==> config.mk <==
export PLATFORM = sky130hd
export DESIGN_NAME = fmul_rr_sched
export DESIGN_NICKNAME = d
export VERILOG_FILES = /design/src/rtl/fmul_rr_sched.sv
export SDC_FILE = /design/constraint.sdc
export NUM_CORES = 1
export LEC_CHECK = 0
export ABC_AREA = 1
export CORE_AREA = 2 2 153 155
export CTS_CLUSTER_SIZE = 14
export DETAILED_ROUTE_END_ITERATION = 10
export DIE_AREA = 0 0 155 157
export HOLD_SLACK_MARGIN = 0.02
export PLACE_DENSITY_LB_ADDON = 0.2
export REMOVE_ABC_BUFFERS = 1
export SLEW_MARGIN = 20
export SYNTH_ARGS = -nofsm -noshare
export SYNTH_HDL_FRONTEND = slang
export SYNTH_SLANG_ARGS = --single-unit
==> constraint.sdc <==
create_clock -name clk -period 8.2 [get_ports clk]
set_clock_uncertainty 0.1 [all_clocks]
set_input_delay 1.64 -clock clk [delete_from_list [all_inputs] [get_ports clk]]
set_output_delay 1.64 -clock clk [all_outputs]
set_load 0.02 [all_outputs]
==> src/rtl/fmul_rr_sched.sv <==
// Round-robin front end that shares one pipelined fmul between NREQ requesters.
// Grants one operand pair per cycle, carries the owner ID alongside the fmul and strobes the product back.
module fmul_rr_sched #(
  parameter int N    = 32,
  parameter int NREQ = 4,
  parameter int LAT  = 3
) (
  input  logic              clk,
  input  logic              rst,
  input  logic [NREQ-1:0]   req_valid,
  input  logic [NREQ*N-1:0] req_a,
  input  logic [NREQ*N-1:0] req_b,
  output logic [NREQ-1:0]   req_ready,
  input  logic              hold,
  output logic [N-1:0]      mul_a,
  output logic [N-1:0]      mul_b,
  input  logic [N-1:0]      mul_out,
  output logic [NREQ-1:0]   rsp_valid,
  output logic [N-1:0]      rsp_data,
  output logic              busy
);
  // Handshake: requester i transfers on a rising edge where req_valid[i] & req_ready[i];
  // it holds valid and operands until then. Responses have no backpressure.
  localparam int PW = (NREQ > 1) ? $clog2(NREQ) : 1;
  localparam int CW = $clog2(LAT + 4);
  // Stage 0 rides with mul_a/mul_b; the remaining LAT+1 stages follow the fmul.
  localparam int TD = LAT + 2;

  logic [PW-1:0] ptr;
  logic [PW-1:0] win;
  logic [PW-1:0] idx;
  logic          found;
  logic          issue;
  logic [TD-1:0] tv;
  logic [PW-1:0] tid [TD];
  logic [CW-1:0] inflight;
  logic [NREQ-1:0] rsp_hot;

  always_comb begin
    int j;
    found = 1'b0;
    win   = ptr;
    idx   = ptr;
    j     = 0;
    for (int k = 0; k < NREQ; k++) begin
      j = int'(ptr) + k;
      if (j >= NREQ) j = j - NREQ;
      idx = PW'(j);
      if (!found && req_valid[idx]) begin
        found = 1'b1;
        win   = idx;
      end
    end
  end

  assign issue = found & ~hold & ~rst;

  always_comb begin
    req_ready = '0;
    for (int i = 0; i < NREQ; i++) begin
      if (issue && (win == PW'(i))) req_ready[i] = 1'b1;
    end
  end

  assign rsp_hot = {{(NREQ-1){1'b0}}, 1'b1} << tid[TD-1];
  assign busy    = (inflight != '0);

  always_ff @(posedge clk or posedge rst) begin
    if (rst) begin
      ptr       <= '0;
      tv        <= '0;
      for (int k = 0; k < TD; k++) tid[k] <= '0;
      mul_a     <= '0;
      mul_b     <= '0;
      rsp_valid <= '0;
      rsp_data  <= '0;
      inflight  <= '0;
    end else begin
      tv     <= {tv[TD-2:0], issue};
      tid[0] <= win;
      for (int k = 1; k < TD; k++) tid[k] <= tid[k-1];

      if (issue) begin
        mul_a <= req_a[int'(win)*N +: N];
        mul_b <= req_b[int'(win)*N +: N];
        ptr   <= (win == PW'(NREQ-1)) ? '0 : win + 1'b1;
      end else begin
        mul_a <= '0;
        mul_b <= '0;
      end

      // The final tag stage lines up with mul_out for its own operand pair.
      if (tv[TD-1]) begin
        rsp_valid <= rsp_hot;
        rsp_data  <= mul_out;
      end else begin
        rsp_valid <= '0;
      end

      case ({issue, tv[TD-1]})
        2'b10:   inflight <= inflight + 1'b1;
        2'b01:   inflight <= inflight - 1'b1;
        default: inflight <= inflight;
      endcase
    end
  end
endmodule

==> results.ini <==
[status]
outcome = complete, no violations

[synth]
synthXorXnorAreaFrac_pct = 0.260
synth_compound_area_share_pct = 5.17
yosysSeqAreaShare_pct = 44.5
synth_fa_ha_area_share_pct = 1.22
synth_top_family_by_area = simple AND/OR/NAND/NOR gates
netlist_instances = 972
synth.avg_cell_area_um2 = 6.94
yosysWarnings = 0
ys_types = 26
muxShareOfSynthArea_pct = 0.167
synth_simple_gate_area_share_pct = 41.2
syn_area_um2 = 6750
synth-seq-cells = 120

[layout]
drive_above_1_share_pct = 4.33
fill_cells = 2242
layout_common_cells = nand2_1 (527), clkdlybuf4s50_1 (399), nand3_1 (136)
register_area_um2 = 3000
syn_to_final_growth_pct = 68.7
final_nets = 1629
fin_util_pct = 50.6
mostFrequentLayoutCell = nand2_1
multi_input_area_um2 = 3260

[die]
die_w_um = 155
die_h_um = 157
dieArea_um2 = 24300
rows = 55
core_area_um2 = 22500
io_pins = 400
start_util_pct = 30.0

[clock_tree]
post_cts_buffers = 0
tritoncts = yes
clkSlewWorstSetupHoldPaths_ns = 0.06
cts_made_buffers = 17
cts_hold_buffers = 0
clkLatencyLatePin_ns = 0.41
cts_max_level = 4
root_buffer = clkbuf_16
clk_path_buf_depth = 2
clock_sinks = 120
cts.repair.resized = 0

[grt]
grt_use_total_pct = 22.0
grt-ovfl-total = 0
first_global_vias = 7390
grt_pass1_wl_mm = 41.0
grt_max_degree = 106
antenna_found_initial = 6

[setup_path]
crit_path_max_fanout = 82
worstPathArrival_ns = 4.81
path_class = in -> out
worstPathRequired_ns = 6.46
crit_slowest_cell = nand2_4
max_stage_delay_ns = 0.74
end_kind = primary output
cp-start-kind = primary input
crit_chain = clkdlybuf4s50_1 > nand2_1 > nand3_1 > nand2_1 > nand2_1 > nand2_1 > nand2_1 > nand2_4 > nand2_4 > ha_1 > inv_1 > nor2_1 > clkdlybuf4s50_1
crit_top_cell = nand2_1

[route]
ant_nets = 0
drc = 0
avgRoutedWirePerCell_um = 16.7
post_drt_via_cell_ratio = 4.70
drtIter0Drc = 445
drt_wl_total_mm = 27.2
route.vias.total = 7662
drt-pass1-iter-count = 6

[sta]
period_share_pct = 79.8
setup_slack_ns = 1.65
tightest_slew_ns = 1.06
rsz0062_at_grt = false
report.final.slew_viol_count = 0
slew_headroom_pct = 29.4
layout_min_cycle_time_ns = 6.55
final_hold_viol_count = 0
setup_violations = 0
fmax_mhz = 153

[place]
preCtsSetupSlack_ns = 1.62
hpwl_mm = 19.8
portBuffers = 399
place.gp.congestion = 0.859

[power]
ir_drop_v = 0.000266
p_per_area_nw_per_um2 = 416
total_power_uw = 4740
leakage_uw = 0.00549

[min_path]
hp-class = reg -> reg

[run]
cap_violations = 0

worst max-delay path, delay by kind of cell:
kind / cells / cell delay (ns)
AND/OR/NAND/NOR: 9 / 1.62
buffers and inverters: 3 / 1.22
adder cells (fa/ha/maj): 1 / 0.27
routing by layer:
layer | GRT usage, % | vias to the layer above | wire length [um]
li1 | - | 3789 | -
met2 | 38.4 | 340 | 13400
met4 | 8.11 | 2 | 718
met5 | 0 | - | 13
met1 | 24.2 | 3486 | 10500
met3 | 8.62 | 45 | 2630
per-stage QoR:
| stage | std cells | hold WS (ns) | cell area [um2] | TNS, ns |
|---|---|---|---|---|
| detailed placement | 1594 | 0.235 | 10800 | 0 |
| floorplan | 901 | 0.231 | 6310 | -5.82 |
| global placement | 1594 | 0.233 | 10800 | 0 |
| CTS | 1626 | 0.248 | 11400 | 0 |
| finish | 1631 | 0.245 | 11400 | 0 |
| global route | 1630 | 0.249 | 11400 | 0 |
layout make-up:
cell class / instances / area share, %
antenna: 5 / 0.110
clock buffer: 17 / 3.74
clock inverter: 15 / 1.70
inverter: 18 / 0.616
multi-input combinational: 763 / 28.6
sequential: 120 / 26.4
tap: 285 / 3.13
timing repair buffer: 408 / 35.7
Yosys cell counts:
library cell	instances	share of area [%]
nand2_2	6	0.56
nand2_1	530	29
a21oi_1	65	4.8
o21ai_1	1	0.074
buf_6	13	2.2
a41oi_1	1	0.13
o21ai_0	2	0.15
nor2_1	5	0.28
clkinv_1	1	0.056
xor2_1	1	0.13
nand3_1	136	10
inv_1	14	0.78
buf_2	38	2.8
nor3_1	4	0.30
nand4_2	1	0.19
ha_1	5	0.93
clkbuf_1	12	0.67
buf_4	6	0.67
xnor2_1	1	0.13
mux2_2	1	0.17
inv_2	3	0.17
fa_1	1	0.30
nor2_4	1	0.17
buf_1	2	0.11
dfrtp_1	120	45
nand4_1	2	0.19
sequential cells by signal, summed over array words and instances, names as in the netlist:
name       cells
mul_a         32
tid           10
tv             5
mul_b         32
rsp_data      32
inflight       3
rsp_valid      4
ptr            2
logic make-up after synthesis:
family / after synthesis
simple gates: 685
fa+ha+maj: 6
xor+xnor: 2
compound gates: 69
flops: 120
mux: 1
buf+inv: 89
power by group:
group | switching [uW] | internal (uW)
Sequential | 104 | 842
Clock | 301 | 485
Combinational | 1940 | 1060
Total | 2350 | 2390
final timing paths:
kind                                    start                        to  slack (ns)  depth (start not counted)
max reg2reg                ptr[0]$_DFFE_PP0P_   inflight[1]$_DFFE_PP0P_        4.39                         12
max                              req_valid[1]              req_ready[2]        1.65                         13
min reg2reg                   tv[2]$_DFF_PP0_           tv[3]$_DFF_PP0_        0.24                          0
min                           tv[2]$_DFF_PP0_           tv[3]$_DFF_PP0_        0.24                          0
max in group asynchronous                 rst  rsp_data[18]$_DFFE_PP0P_        5.06                          3
min in group asynchronous                 rst  rsp_data[16]$_DFFE_PP0P_        1.59                          2
(Power assumes the default switching activity.)
